[src/rtl/klc_pkg.sv]
// klc_pkg: shared state encoding and default timing constants for kernel_launch_ctrl.
package klc_pkg;

    typedef enum logic [2:0] {
        ST_IDLE = 3'd0,
        ST_LOAD = 3'd1,
        ST_CRST = 3'd2,
        ST_RUN  = 3'd3,
        ST_DONE = 3'd4
    } klcState_e;

    localparam int          KLC_CORE_RST_CYC = 2;
    localparam logic [15:0] KLC_WDOG_LIMIT   = 16'hFFFF;

    // Width needed to hold (cyc - 1) in the core-reset down-counter.
    function automatic int rstCntWidth(input int cyc);
        return (cyc < 2) ? 1 : $clog2(cyc);
    endfunction

endpackage

[src/rtl/kernel_launch_ctrl_if.sv]
// kernel_launch_ctrl_if: host loader word-transfer handshake into the launch controller.
interface kernel_launch_ctrl_if #(
    parameter int IMEM_AW = 6,
    parameter int DATA_W  = 32
);
    logic               ld_valid;
    logic               ld_ready;
    logic               ld_last;
    logic [IMEM_AW-1:0] ld_addr;
    logic [DATA_W-1:0]  ld_data;

    modport master (output ld_valid, ld_last, ld_addr, ld_data, input ld_ready);
    modport slave  (input ld_valid, ld_last, ld_addr, ld_data, output ld_ready);
endinterface

[src/rtl/klc_cycle_counter.sv]
// klc_cycle_counter: saturating up-counter with synchronous clear and an at-limit compare,
// shared by the RUN cycle count and the watchdog.
module klc_cycle_counter #(
    parameter int CNT_W = 16
) (
    input  logic             clk,
    input  logic             rst_n,
    input  logic             clr,
    input  logic             en,
    input  logic [CNT_W-1:0] limit,
    output logic [CNT_W-1:0] count,
    output logic             atLimit
);

    always_ff @(posedge clk or negedge rst_n) begin
        if (!rst_n) begin
            count <= '0;
        end else if (clr) begin
            count <= '0;
        end else if (en && (count != '1)) begin
            count <= count + 1'b1;
        end
    end

    assign atLimit = (count == limit);

endmodule

[src/rtl/kernel_launch_ctrl.sv]
// kernel_launch_ctrl: sequences one RISC-V kernel launch (load imem, reset core, run, report).
// Optional watchdog on RUN length enabled by defining KLC_WATCHDOG_EN.
//
// state | meaning
// IDLE  | core held in reset, waiting for host_start
// LOAD  | loader owns imem port, accepts words until ld_last
// CRST  | core reset held for CORE_RST_CYC cycles
// RUN   | core running, cycle count advancing, waiting for done
// DONE  | one-cycle host_done pulse, core back in reset
module kernel_launch_ctrl
    import klc_pkg::*;
#(
    parameter int               IMEM_AW      = 6,
    parameter int               DATA_W       = 32,
    parameter int               CORE_RST_CYC = KLC_CORE_RST_CYC,
    parameter int               CNT_W        = 16,
    parameter logic [CNT_W-1:0] WDOG_LIMIT   = CNT_W'(KLC_WDOG_LIMIT)
) (
    input  logic               ap_clk,
    input  logic               ap_rst_n,

    input  logic               host_start,
    output logic               host_idle,
    output logic               host_done,
    output logic               timeout,
    output logic [CNT_W-1:0]   cycle_count,

    kernel_launch_ctrl_if.slave ld,

    output logic               core_rst,
    output logic               core_start,
    input  logic               core_done,
    input  logic [IMEM_AW-1:0] core_imem_address0,
    output logic [DATA_W-1:0]  core_imem_q0,

    output logic [IMEM_AW-1:0] imem_address0,
    output logic               imem_ce0,
    output logic               imem_we0,
    output logic [DATA_W-1:0]  imem_d0,
    input  logic [DATA_W-1:0]  imem_q0
);

    localparam int RST_W = rstCntWidth(CORE_RST_CYC);

    klcState_e        state;
    logic [RST_W-1:0] rstCnt;
    logic             ldReady;
    logic             doneReg;
    logic             timeoutReg;
    logic             xfer;
    logic             wdogHit;
    logic             goDone;
    logic             cntClr;
    logic             cntEn;
    logic             atLimit;

    assign ld.ld_ready = ldReady;
    assign timeout     = timeoutReg;

    // ldReady is only ever high in LOAD, so it doubles as the state qualifier.
    assign xfer = ldReady & ld.ld_valid;

`ifdef KLC_WATCHDOG_EN
    assign wdogHit = atLimit;
`else
    logic unusedAtLimit;
    assign unusedAtLimit = atLimit;
    assign wdogHit       = 1'b0;
`endif

    assign goDone = (state == ST_RUN) && (doneReg || wdogHit);
    assign cntClr = (state == ST_IDLE) && host_start;
    assign cntEn  = (state == ST_RUN) && !goDone;

    klc_cycle_counter #(
        .CNT_W (CNT_W)
    ) u_cycle_counter (
        .clk     (ap_clk),
        .rst_n   (ap_rst_n),
        .clr     (cntClr),
        .en      (cntEn),
        .limit   (WDOG_LIMIT),
        .count   (cycle_count),
        .atLimit (atLimit)
    );

    always_ff @(posedge ap_clk or negedge ap_rst_n) begin
        if (!ap_rst_n) begin
            state      <= ST_IDLE;
            rstCnt     <= '0;
            ldReady    <= 1'b0;
            doneReg    <= 1'b0;
            timeoutReg <= 1'b0;
            host_idle  <= 1'b1;
            host_done  <= 1'b0;
            core_rst   <= 1'b1;
            core_start <= 1'b0;
        end else begin
            host_done  <= 1'b0;
            core_start <= 1'b0;
            // The core PC is still at its reset value in the first RUN cycle, so done is masked there.
            doneReg    <= (state == ST_RUN) && !core_start && core_done;

            case (state)
                ST_IDLE: begin
                    core_rst  <= 1'b1;
                    host_idle <= 1'b1;
                    if (host_start) begin
                        state      <= ST_LOAD;
                        host_idle  <= 1'b0;
                        ldReady    <= 1'b1;
                        timeoutReg <= 1'b0;
                    end
                end

                ST_LOAD: begin
                    if (xfer && ld.ld_last) begin
                        state   <= ST_CRST;
                        ldReady <= 1'b0;
                        rstCnt  <= RST_W'(CORE_RST_CYC - 1);
                    end
                end

                ST_CRST: begin
                    if (rstCnt == '0) begin
                        state      <= ST_RUN;
                        core_rst   <= 1'b0;
                        core_start <= 1'b1;
                    end else begin
                        rstCnt <= rstCnt - 1'b1;
                    end
                end

                ST_RUN: begin
                    if (goDone) begin
                        state     <= ST_DONE;
                        core_rst  <= 1'b1;
                        host_done <= 1'b1;
`ifdef KLC_WATCHDOG_EN
                        // A registered done in the same cycle as expiry wins.
                        timeoutReg <= !doneReg;
`endif
                    end
                end

                ST_DONE: begin
                    state     <= ST_IDLE;
                    host_idle <= 1'b1;
                end

                default: begin
                    state     <= ST_IDLE;
                    ldReady   <= 1'b0;
                    host_idle <= 1'b1;
                    core_rst  <= 1'b1;
                end
            endcase
        end
    end

    always_comb begin
        imem_ce0      = 1'b1;
        imem_we0      = 1'b0;
        imem_address0 = core_imem_address0;
        imem_d0       = '0;
        if (state == ST_LOAD) begin
            imem_we0      = xfer;
            imem_address0 = ld.ld_addr;
            imem_d0       = ld.ld_data;
        end
    end

    // Core is held in reset during LOAD, so passing loader-cycle read data through is harmless.
    assign core_imem_q0 = imem_q0;

endmodule

[src/flat_wrapper.sv]
// flat-port wrapper written by rule: the top's interface ports become plain ports
module kernel_launch_ctrl_flat import klc_pkg::*;
#(
    parameter int               IMEM_AW      = 6,
    parameter int               DATA_W       = 32,
    parameter int               CORE_RST_CYC = KLC_CORE_RST_CYC,
    parameter int               CNT_W        = 16,
    parameter logic [CNT_W-1:0] WDOG_LIMIT   = CNT_W'(KLC_WDOG_LIMIT)
)
  (ap_clk, ap_rst_n, host_start, host_idle, host_done, timeout, cycle_count, core_rst, core_start, core_done, core_imem_address0, core_imem_q0, imem_address0, imem_ce0, imem_we0, imem_d0, imem_q0, ld_ld_valid, ld_ld_last, ld_ld_addr, ld_ld_data, ld_ld_ready);
  kernel_launch_ctrl_if #(.IMEM_AW(IMEM_AW), .DATA_W(DATA_W)) ld_i ();
  input  logic ap_clk;
  input  logic ap_rst_n;
  input  logic host_start;
  output logic host_idle;
  output logic host_done;
  output logic timeout;
  output logic [CNT_W-1:0] cycle_count;
  output logic core_rst;
  output logic core_start;
  input  logic core_done;
  input  logic [IMEM_AW-1:0] core_imem_address0;
  output logic [DATA_W-1:0] core_imem_q0;
  output logic [IMEM_AW-1:0] imem_address0;
  output logic imem_ce0;
  output logic imem_we0;
  output logic [DATA_W-1:0] imem_d0;
  input  logic [DATA_W-1:0] imem_q0;
  input wire logic [$bits(ld_i.ld_valid)-1:0] ld_ld_valid;
  input wire logic [$bits(ld_i.ld_last)-1:0] ld_ld_last;
  input wire logic [$bits(ld_i.ld_addr)-1:0] ld_ld_addr;
  input wire logic [$bits(ld_i.ld_data)-1:0] ld_ld_data;
  output wire logic [$bits(ld_i.ld_ready)-1:0] ld_ld_ready;
  assign ld_i.ld_valid = ld_ld_valid;
  assign ld_i.ld_last = ld_ld_last;
  assign ld_i.ld_addr = ld_ld_addr;
  assign ld_i.ld_data = ld_ld_data;
  assign ld_ld_ready = ld_i.ld_ready;
  kernel_launch_ctrl #(.IMEM_AW(IMEM_AW), .DATA_W(DATA_W), .CORE_RST_CYC(CORE_RST_CYC), .CNT_W(CNT_W), .WDOG_LIMIT(WDOG_LIMIT)) u_core (.ap_clk(ap_clk), .ap_rst_n(ap_rst_n), .host_start(host_start), .host_idle(host_idle), .host_done(host_done), .timeout(timeout), .cycle_count(cycle_count), .ld(ld_i), .core_rst(core_rst), .core_start(core_start), .core_done(core_done), .core_imem_address0(core_imem_address0), .core_imem_q0(core_imem_q0), .imem_address0(imem_address0), .imem_ce0(imem_ce0), .imem_we0(imem_we0), .imem_d0(imem_d0), .imem_q0(imem_q0));
endmodule
[config.mk]
export PLATFORM = sky130hd
export DESIGN_NAME = kernel_launch_ctrl_flat
export DESIGN_NICKNAME = d
export VERILOG_FILES = /design/src/rtl/klc_pkg.sv /design/src/rtl/kernel_launch_ctrl_if.sv /design/src/rtl/klc_cycle_counter.sv /design/src/rtl/kernel_launch_ctrl.sv /design/src/flat_wrapper.sv
export SDC_FILE = /design/constraint.sdc
export NUM_CORES = 1
export LEC_CHECK = 0
export ABC_AREA = 1
export CAP_MARGIN = 20
export CORE_ASPECT_RATIO = 1.1
export CORE_MARGIN = 2
export CORE_UTILIZATION = 31
export DETAILED_ROUTE_END_ITERATION = 7
export GPL_TIMING_DRIVEN = 1
export PLACE_DENSITY = 0.78
export SYNTH_ARGS = -nofsm -noshare
export SYNTH_HDL_FRONTEND = slang
export SYNTH_HIERARCHICAL = 1
export SYNTH_SLANG_ARGS = --single-unit
[constraint.sdc]
create_clock -name ap_clk -period 1.6 [get_ports ap_clk]
set_input_delay 0.16 -clock ap_clk [delete_from_list [all_inputs] [get_ports ap_clk]]
set_output_delay 0.16 -clock ap_clk [all_outputs]
set_load 0.01 [all_outputs]
# Yosys cells after proc, flatten, opt, wreduce, memory -nomap -nowiden
# Index checks and enable logic that the tools add are counted.
dict set report totals {
  register_bits 26
  inputBits 82
  out_inout_bits 94
}
dict set report op_classes {
  bitwise 3
  n_mux 25
  eq_ne 9
  reduce_logical 19
  addsub 2
}
# cell count
set ops {}
lappend ops {{$mux W16} 2}
lappend ops {{$mux W32} 1}
lappend ops {{$add A16 B1 Y16 const B} 1}
lappend ops {{$ne A16 B16 Y1 const B} 1}
lappend ops {{$mux W1} 12}
lappend ops {{$mux W3} 4}
lappend ops {{$pmux W3 S4} 1}
lappend ops {{$logic_and A1 B1 Y1} 7}
lappend ops {{$eq A3 B2 Y1 const B} 2}
lappend ops {{$mux W6} 1}
lappend ops {{$pmux W1 S3} 2}
lappend ops {{$reduce_and A3 Y1} 2}
lappend ops {{$reduce_or A3 Y1} 2}
lappend ops {{$ne A2 B1 Y1 const B} 2}
lappend ops {{$ne A2 B2 Y1 const B} 2}
lappend ops {{$pmux W1 S2} 2}
lappend ops {{$reduce_and A4 Y1} 1}
lappend ops {{$reduce_bool A2 Y1} 2}
lappend ops {{$eq A3 B1 Y1 const B} 1}
lappend ops {{$eq A3 B3 Y1 const B} 1}
lappend ops {{$logic_not A3 Y1} 1}
lappend ops {{$logic_not A1 Y1} 2}
lappend ops {{$not A1 Y1} 2}
lappend ops {{$reduce_and A2 Y1} 1}
lappend ops {{3 further kinds} 3}

# Longest topological paths before layout
# Gate-level depths: netlist (run 1).
dict set report logic_depth {
  ltp_word 7
  mapped_depth 11
  ltp_nobuf 11
}

# Cells and area by module
# The synthesis (run 1) kept the hierarchy.
# module area_each_um2 n_inst seq_area_each_um2 cells_each
set modules_own_cells {}
lappend modules_own_cells {klc_cycle_counter 1213.7 1 400.4 178}
lappend modules_own_cells {kernel_launch_ctrl 1107.3 1 252.7 185}

# Worst setup path before layout (run 1)
# No wires, ideal clock.
dict set report synth_timing {
  kind {register -> register}
  start {register u_core.u_cycle_counter.count[0]}
  end {register u_core.u_cycle_counter.count[12]}
  path_slack_ns 0.010
  stages_incl_launch_ff 11
  t_arrival_ns 1.472
  synth_period_minus_slack_ns 1.590
  setup_ns 0.118
  path_buffers 1
  required_ns 1.482
  cell_sequence {dfrtp_1 ha_1 nand2_1 nor2_4 nand2_2 nor2_4 o21ai_2 clkinv_2 buf_6 nand2_1 nand2_1}
}
dict set report synth_between {
  elab_chain_cells 3
  elab_cells_between_ends 6
}
# element line
set synth_lines {}
lappend synth_lines {{from (decl)} klc_cycle_counter.sv:11} ;# output logic [CNT_W-1:0] count,
lappend synth_lines {{from (signal assigned)} klc_cycle_counter.sv:21} ;# count <= count + 1'b1;
lappend synth_lines {{$add A16 B1 Y16 / $ne A16 B16 Y1 (equally long branches)} {klc_cycle_counter.sv:21, klc_cycle_counter.sv:20}}
lappend synth_lines {{$mux W16 / $logic_and A1 B1 Y1 (equally long branches)} klc_cycle_counter.sv:20} ;# end else if (en && (count != '1)) begin
lappend synth_lines {{$mux W16 / $reduce_bool A2 Y1 (equally long branches)} n/a}
# Several ways; a longest one is shown, not always the timed one. The select of a mux whose other input is x is not followed.
# A chain may end at the register's enable or synchronous reset.

# Worst setup path in the final report (run 1)
dict set report layout_timing {
  start {register u_core.state[1]}
  end {register u_core.u_cycle_counter.count[14]}
}
dict set report layout_between {
  elab_chain_cells 6
  elab_cells_between_ends 9
}
# element line
set layout_lines {}
lappend layout_lines {{from (decl)} kernel_launch_ctrl.sv:45} ;# klcState_e state;
lappend layout_lines {{from (signal assigned)} kernel_launch_ctrl.sv:89} ;# state <= ST_IDLE;
lappend layout_lines {{from (signal assigned)} kernel_launch_ctrl.sv:109} ;# state <= ST_LOAD;
lappend layout_lines {{from (signal assigned)} kernel_launch_ctrl.sv:118} ;# state <= ST_CRST;
lappend layout_lines {{$eq A3 B2 Y1 *} {kernel_launch_ctrl.sv:71, kernel_launch_ctrl.sv:73}}
lappend layout_lines {{$logic_and A1 B1 Y1} kernel_launch_ctrl.sv:71} ;# assign goDone = (state == ST_RUN) && (doneReg || wdogHit);
lappend layout_lines {{$logic_not A1 Y1} kernel_launch_ctrl.sv:73} ;# assign cntEn = (state == ST_RUN) && !goDone;
lappend layout_lines {{$logic_and A1 B1 Y1 *} kernel_launch_ctrl.sv:73}
lappend layout_lines {{named net u_core.cntEn} kernel_launch_ctrl.sv:54} ;# logic cntEn;
lappend layout_lines {{$logic_and A1 B1 Y1 *} klc_cycle_counter.sv:20}
lappend layout_lines {{$reduce_bool A2 Y1 (no source line) *} n/a}
# Mark *: on every way through the listed nets, which the timed path passes. The rest lies on a longest branch.

==> metrics.yaml, run 1 <==
setup_path:
  reg2reg_slack_ns: 0.03
  startpoint_type: "register"
  cpPeakStageDelay_ns: 0.41
  crit_required_ns: 1.76
  critPathKind: "register to register"
  crit_chain: "buf_6, nand2_4, nor2_4, nand2_2, inv_2, buf_6, nand3_2, nor2_1, nand2_1, nor2_2, nand3_1, nand2_1, nor2_1"
  timing.rr.end: "u_core/u_cycle_counter/count[14]"
  reg2regPathDepth: 13
  crit_fanout: 2
  crit_path_end_kind: "register"
  setup.worst_path.start: "u_core/state[1]"
  cp_slowest_cell: "dfrtp_1"
  crit_arrival_ns: 1.73
  reg2reg_from: "u_core/state[1]"
floorplanning:
  die_y_um: 90.7
  core_sq_um: 6590
  row_count: 31
  initial_utilization_pct: 32.1
  die_w_um: 82.8
  ios: 176
  dieArea_sq_um: 7520
placed_design:
  dp_hpwl_um: 5920
  dp.cells: 515
  portBuffers: 109
  gp_congestion: 0.878
  pre_cts_ws_ns: -0.242
flow_run:
  maxCapViolCount: 0
cts:
  htree_levels: 1
  clock-sinks: 26
  cts_hold_buf: 0
  cts-buffers-inserted: 3
  tritoncts: "done"
  clkLatencyLatePin_ns: 0.27
  cts_buffer_depth: 2
  cts_root_buffer: "clkbuf_8"
  path_clk_slew_ns: 0.09
synth:
  synth_area_sq_um: 2120
  synth_warnings: 6
  syn-num-nets: 413
  postSynthCellCount: 330
  synth.avg_cell_area_sq_um: 6.42
routing:
  avgViaCountPerCell: 4.61
  num_vias: 2483
  avgRoutedWirePerCell_um: 14.2
  first_iter_violations: 63
  firstDrtPassIters: 4
  ant_nets: 0
  drc: 0
  routed_wl_um: 7670
timing:
  clock_skew_ns: 0.00373
  fin_crit_sh_pct: 98.1
  finalSetupViolCount: 0
  rsz0062_at_grt: "true"
  fin_ws_ns: 0.0306
  hold_viol: 0
  fmax_ghz: 0.637
  hold_ws_ns: 0.247
  period_needed_ns: 1.57
  maxSlewViolCount: 0
grt:
  grt_max_degree: 27
  antenna_found_initial: 10
  track_usage_pct: 19.3
  grt_pass1_vias: 2487
  grt_pass1_wl_um: 11900
  grt-ovfl-total: 0
power_and_ir_drop:
  clkPwrFrac_pct: 9.9
  power.internal_w: 0.00240
  pwr-share-seq_pct: 21.9
  p_sw_w: 0.00186
  p_sw_share_pct: 43.7
  pwr-share-comb_pct: 68.2
  power_density_nw_per_um2: 1230
  irDropWorstVdd_uv: 901
  p_leak_nw: 1.82
status:
  outcome: "completed"
hold_path:
  hold_class: "input port to asynchronous set/reset pin"
cells_and_area:
  final_cells: 539
  nNetsFinal: 534
  final_util_pct: 52.4
  area_growth_pct: 63.0
  drive_above_1_share_pct: 31.1
[worst max-delay path: cells and delay by family, from the launching register on]
kind	cells	cell delay, ns
and+or+nand+nor	10	0.77
DFF	1	0.41
buffers and inverters	3	0.28
[cell type report]
| type | count | area, sq um |
|---|---|---|
| fillers | 659 | 3140 |
| repair buffers | 156 | 1340 |
| multi-input cells | 206 | 1050 |
| flip-flops and latches | 26 | 656 |
| inverters | 57 | 226 |
| well taps | 82 | 103 |
| clock buffers | 4 | 55.1 |
| diodes | 7 | 17.5 |
| repair inverters | 1 | 8.76 |
[sequential cells by signal, indices dropped and copies added, names as in the netlist]
signal and cells:
u_core/u_cycle_counter/count 16, u_core/state 3, u_core/core_rst 1, u_core/core_start 1
u_core/doneReg 1, u_core/host_done 1, u_core/host_idle 1, u_core/ld.ld_ready 1
u_core/rstCnt 1
[through the flow]
step | setup TNS, ns | power [W] | area (sq um)
floorplan | 0 | 0.00222 | 2120
global placement | -5.22 | 0.00339 | 3270
detailed placement | -6.79 | 0.00343 | 3270
CTS | -0.531 | 0.00409 | 3370
global route | -0.725 | 0.00454 | 3450
finish | 0 | 0.00426 | 3460
[timing repair]
action                                  4_1_cts  5_1_grt
endpoints found under the setup margin       53       45
buffers inserted                              8        4
gates resized for setup                     163       42
gates cloned                                  3        0
pin swaps                                     7       12
[per-layer routing]
| metal | track usage, % | vias to the layer above | routed length (um) | part of all wire, % |
|---|---|---|---|---|
| met3 | 12.3 | 18 | 1130 | 15 |
| met5 | 0 | - | 42 | 0.55 |
| met4 | 3.14 | 6 | 95 | 1.2 |
| met1 | 19.4 | 1120 | 2730 | 36 |
| li1 | - | 1204 | - | - |
| met2 | 34.3 | 135 | 3680 | 48 |
[cells in the final DEF, fill, tap and decap left out, types with 3 or more instances in the layout]
cell type	instances
nor2_4	8
buf_4	38
inv_2	4
o21ai_1	3
nand2_4	3
dfrtp_1	22
inv_1	51
clkdlybuf4s50_1	70
buf_6	8
nand2_1	70
o21ai_0	5
nor2_1	44
nor2_2	13
nand4_1	8
buf_2	33
clkbuf_8	4
nand2_2	14
dlygate4sd2_1	3
nand3_1	17
a21oi_1	5
diode_2	7
[how the worst max path moves through the flow]
stage,to,slack (ns),cells after the start
after floorplan,u_core/u_cycle_counter/count[12],0.04,10
after global placement,u_core/u_cycle_counter/count[9],-0.19,8
after detailed placement,u_core/u_cycle_counter/count[10],-0.24,8
after CTS,imem_d0[30],-0.04,5
after global routing,u_core/u_cycle_counter/count[14],-0.11,13
final,u_core/u_cycle_counter/count[14],0.03,13
[power by group through the flow]
stage	Sequential (W)	Clock [W]	Combinational, W
2_1_floorplan	0.000969	0	0.00125
3_3_place_gp	0.000915	0	0.00248
3_5_place_dp	0.000921	0	0.00251
4_1_cts	0.000918	0.000437	0.00274
5_1_grt	0.000942	0.000456	0.00314
6_report	0.000931	0.000423	0.00291
(Power assumes the default switching activity.)
==> run 2: changes to the inputs <==
- ABC_AREA: 1 -> unset
- CORE_UTILIZATION: 31 -> 30
==> run 2 against run 1 <==
  * The flow now finishes with violations (setup timing)
  * Die area down 4.4%
  * Count of clock-buffer cells in the layout is the same
  * Final cell count is 21% lower
  * Highest routed layer is now met4
  * Clock power increased by 2%
  * Synthesized cell count decreased by 32%
  * Sequential share of layout area shrank 0.39 points
==> metrics.yaml, run 2 <==
floorplanning:
  die_w_um: 81.0
  die_y_um: 88.7
  ios: 176
  row_count: 30
  initial_utilization_pct: 31.4
  dieArea_sq_um: 7180
  core_sq_um: 6230
cells_and_area:
  layout_commonest_cell: "clkdlybuf4s50_1"
  largest_reg_flops: 16
  final_cell_mix: "clkdlybuf4s50_1 (69), buf_4 (42), and3_1 (29), dfrtp_1 (22)"
  nNetsFinal: 429
  largest-register: "u_core/u_cycle_counter/count"
  area_growth_pct: 80.4
  design_area_sq_um: 3530
  reg_top3: "u_core/u_cycle_counter/count (16), u_core/state (3)"
  antennaDiodeCount: 0
  drive_above_1_share_pct: 43.8
cts:
  clock-sinks: 26
  cts-buffers-inserted: 3
  cts_root_buffer: "clkbuf_8"
  tritoncts: "done"
  cts_hold_buf: 0
  clkLatencyLatePin_ns: 0.28
  cts_buffer_depth: 2
  path_clk_slew_ns: 0.09
  htree_levels: 1
grt:
  grt-ovfl-total: 0
  antenna_found_initial: 0
  grt_max_degree: 37
  grt_pass1_vias: 2118
  track_usage_pct: 18.4
  grt_pass1_wl_um: 10400
power_and_ir_drop:
  pwr-share-seq_pct: 20.5
  power_density_nw_per_um2: 1280
  p_sw_w: 0.00169
  power.internal_w: 0.00282
  pwr-share-comb_pct: 70.0
  p_sw_share_pct: 37.5
  irDropWorstVdd_uv: 783
  p_leak_nw: 1.66
  clkPwrFrac_pct: 9.5
synth:
  syn-num-nets: 308
  synth.avg_cell_area_sq_um: 8.69
  synth_warnings: 6
  synth_area_sq_um: 1960
  postSynthCellCount: 225
timing:
  fmax_ghz: 0.541
  finalSetupViolCount: 51
  fin_ws_ns: -0.249
  period_needed_ns: 1.85
  maxSlewViolCount: 0
  rsz0062_at_grt: "true"
  finalSetupTns_ns: -4.23
  hold_viol: 0
  clock_skew_ns: 0.00307
  fin_crit_sh_pct: 116
setup_path:
  crit_chain: "ha_4, nand4_4, or3_4, or4_1, a21oi_1"
  crit_arrival_ns: 2.04
  crit_path_end_kind: "register"
  startpoint_type: "register"
  setup.worst_path.start: "u_core/u_cycle_counter/count[1]"
  crit_required_ns: 1.80
  reg2reg_from: "u_core/u_cycle_counter/count[1]"
  cpPeakStageDelay_ns: 0.47
  critPathKind: "register to register"
  cp_slowest_cell: "or4_1"
  crit_fanout: 3
flow_run:
  maxCapViolCount: 0
status:
  outcome: "finished, violations left"
  violations: "setup timing"
placed_design:
  place_area_sq_um: 3120
  gp_congestion: 0.832
  dp_hpwl_um: 4780
  portBuffers: 109
routing:
  routed_wl_um: 7200
  firstDrtPassIters: 4
  ant_nets: 0
  first_iter_violations: 140
  drc: 0
  avgRoutedWirePerCell_um: 16.9
  num_vias: 2139
  avgViaCountPerCell: 5.03
hold_path:
  hold_class: "input port to asynchronous set/reset pin"
## run 2: timing repair
action	4_1_cts	5_1_grt
pin swaps	24	13
setup buffers	14	4
resized for setup	187	25
setup endpoints to repair	55	45
gates cloned	2	1
## run 2: critical path, delay by kind of cell, from the launching register on
kind	cells	cell delay, ns
and+or+nand+nor	3	1.01
AOI/OAI and AO/OA	1	0.17
DFF	1	0.42
adders and majority gates	1	0.17
## run 2: final cells by class
cell class / instances / area (sq um)
fill: 551 / 2700
timing repair buffer: 167 / 1580
tap: 80 / 100
clock buffer: 4 / 55.1
sequential: 26 / 656
multi-input combinational: 143 / 1110
inverter: 5 / 18.8
## run 2: power groups by stage
stage	logic, W	registers (W)	clock network (W)
3_3_place_gp	0.00245	0.000932	0
5_1_grt	0.00337	0.000942	0.000461
6_report	0.00315	0.000924	0.000430
2_1_floorplan	0.00135	0.000949	0
4_1_cts	0.00297	0.000912	0.000433
3_5_place_dp	0.00249	0.000942	0
## run 2: worst paths after layout
check | end | slack (ns) | depth (start not counted)
setup / recovery | u_core/u_cycle_counter/count[14] | -0.25 | 5
hold reg to reg | u_core/doneReg | 0.45 | 1
min in group ap_clk | core_imem_q0[11] | 0.32 | 0
max in group asynchronous | u_core/core_rst | 1.05 | 2
setup reg to reg | u_core/u_cycle_counter/count[14] | -0.25 | 5
hold / removal | u_core/state[2] | 0.25 | 2
## run 2: metal layers
layer | GRT usage (%) | vias to the layer above | routed length, um
met4 | 5.86 | 0 | 162
met2 | 32.2 | 93 | 3660
li1 | - | 1014 | -
met5 | 0 | - | 0
met3 | 4.69 | 16 | 481
met1 | 22.1 | 1016 | 2890
## run 2: through the flow
step / power, W / util (%) / instances / worst slack [ns] / hold WS, ns
6_report: 0.00451 / 56.6 / 425 / -0.249 / 0.248
5_1_grt: 0.00477 / 56.6 / 425 / -0.317 / 0.266
4_1_cts: 0.00431 / 54.5 / 421 / -0.221 / 0.262
3_5_place_dp: 0.00343 / 50.0 / 402 / -0.255 / 0.320
3_3_place_gp: 0.00338 / 50.0 / 402 / -0.215 / 0.320
2_1_floorplan: 0.00230 / - / 225 / -0.399 / -0.136
==> run 3: changes to the inputs <==
- CORE_AREA: unset -> 2 2 68 70
- CORE_ASPECT_RATIO: 1.1 -> unset
- CORE_MARGIN: 2 -> unset
- CORE_UTILIZATION: 30 -> unset
- DIE_AREA: unset -> 0 0 70 72
- DONT_BUFFER_PORTS: unset -> 1
- PLACE_DENSITY: 0.78 -> 0.67
==> run 3 against run 2 <==
  * The run still ends with setup timing left
  * Combinational power fell by 37%
  * Via count down 21%
  * Worst hold slack got worse by 0.21 ns
  * Non-clock buffer count is 120 lower
  * Largest cell class is now multi-input gates
  * Largest power group unchanged
==> metrics.yaml, run 3 (same netlist as run 2, synthesis figures left out) <==
setup_path:
  crit_chain: "inv_2, nand3_4, nor2_4, inv_2, or3_4, or4_1, a21oi_1"
  cp_top_family: "simple AND/OR/NAND/NOR gates"
  crit_path_end_kind: "register"
  crit_top_cell: "inv_2"
  crit_arrival_ns: 1.97
  cpPeakStageDelay_ns: 0.47
  startpoint_type: "register"
  cp_slowest_cell: "or4_1"
  cp.buffers_inverters: 2
  crit_required_ns: 1.80
  critPathKind: "register to register"
  cp.depth: 7
  crit_fanout: 3
  reg2regPathDepth: 7
floorplanning:
  row_count: 24
  core_sq_um: 4260
  ios: 176
  dieArea_sq_um: 5040
  initial_utilization_pct: 45.9
  die_y_um: 72
  die_w_um: 70
cts:
  clock-sinks: 26
  clkLatencyLatePin_ns: 0.27
  cts-buffers-inserted: 3
  tritoncts: "done"
  path_clk_slew_ns: 0.09
  cts_root_buffer: "clkbuf_8"
  cts_buffer_depth: 2
  htree_levels: 1
routing:
  firstDrtPassIters: 4
  avgViaCountPerCell: 6.08
  routed_wl_um: 5780
  num_vias: 1696
  drc: 0
  avgRoutedWirePerCell_um: 20.7
  ant_nets: 0
  first_iter_violations: 116
grt:
  grt-ovfl-total: 0
  grt_max_degree: 38
  grt_pass1_wl_um: 8430
  antenna_found_initial: 0
  track_usage_pct: 21.3
  grt_pass1_vias: 1522
flow_run:
  maxCapViolCount: 0
timing:
  finalSetupViolCount: 55
  period_needed_ns: 1.77
  fin_crit_sh_pct: 110
  fmax_ghz: 0.566
  fin_ws_ns: -0.167
  hold_viol: 0
  finalSetupTns_ns: -3.02
  rsz0062_at_grt: "true"
  maxSlewViolCount: 0
  clock_skew_ns: 0.00520
cells_and_area:
  largest_reg_flops: 16
  largest-register: "u_core/u_cycle_counter/count"
  layout_commonest_cell: "buf_4"
  final_cell_mix: "buf_4 (38), dfrtp_1 (24), and3_1 (20), a21oi_1 (12)"
  multiInputGateArea_sq_um: 1050
  regArea_sq_um: 653
  fill_cells: 383
  area_growth_pct: 14.3
  drive_above_1_share_pct: 40.0
  final_util_pct: 52.4
  nNetsFinal: 309
  reg_top3: "u_core/u_cycle_counter/count (16), u_core/state (3)"
status:
  outcome: "finished, violations left"
  violations: "setup timing"
placed_design:
  gp_congestion: 0.875
  portBuffers: 0
  dp_hpwl_um: 4290
hold_path:
  hold_depth: 1
  hold_class: "input port to register"
power_and_ir_drop:
  irDropWorstVdd_uv: 729
  p_leak_nw: 1.06
  power_density_nw_per_um2: 1470
[run 3: report_power, final]
| part | internal [W] | switching [W] | total (W) |
|---|---|---|---|
| Combinational | 0.000928 | 0.00104 | 0.00197 |
| Clock | 0.000178 | 0.000208 | 0.000386 |
| Sequential | 0.000796 | 0.000134 | 0.000930 |
| Total | 0.00190 | 0.00138 | 0.00329 |
[run 3: layer usage]
layer	routed length, um	part of all wire (%)	global-route usage [%]	up-vias
li1	-	-	-	772
met1	2540	44	29.5	839
met2	2680	46	33.0	75
met3	474	8.2	6.25	10
met4	83	1.4	5.34	0
met5	0	0	0	-
[run 3: layout make-up]
type                            instances  area share [%]
Multi-Input combinational cell        143            47.0
Inverter                                5           0.840
Antenna cell                            2           0.224
Timing Repair Buffer                   47            17.7
Sequential cell                        26            29.2
Tap cell                               52            2.91
Clock buffer                            4            2.02
[run 3: worst reg2reg max path: cells and delay by family, from the launching register on]
kind | cells | cell delay (ns)
compound gates | 1 | 0.15
buf+inv | 2 | 0.14
flops | 1 | 0.41
simple gates | 4 | 1.02
[run 3: final timing paths]
path | from | to | slack (ns)
max | u_core/state[2] | u_core/u_cycle_counter/count[14] | -0.17
min | core_done | u_core/doneReg | 0.04
max reg2reg | u_core/state[2] | u_core/u_cycle_counter/count[14] | -0.17
min reg2reg | u_core/rstCnt | u_core/core_start | 0.50
max in group asynchronous | ap_rst_n | u_core/host_idle | 1.05
min in group asynchronous | ap_rst_n | u_core/u_cycle_counter/count[8] | 0.31
[run 3: repair_timing]
action / 4_1_cts / 5_1_grt
setup buffers: 6 / 2
endpoints found under the setup margin: 53 / 55
hold buffers: 3 / 0
hold endpoints to repair: 27 / 0
resized for setup: 14 / 13
cloned: 0 / 0
pin swaps: 9 / 0
[run 3: through the flow]
step                area [sq um]  power [W]  setup WS [ns]  cells  hold slack [ns]
finish                      2230    0.00329         -0.167    279           0.0398
global route                2230    0.00348         -0.235    277           0.0308
CTS                         2160    0.00314         -0.134    275           0.0361
detailed placement          1970    0.00260         -0.128    262           -0.135
global placement            1970    0.00258         -0.104    262           -0.135
floorplan                   2000    0.00230         -0.399    225           -0.136
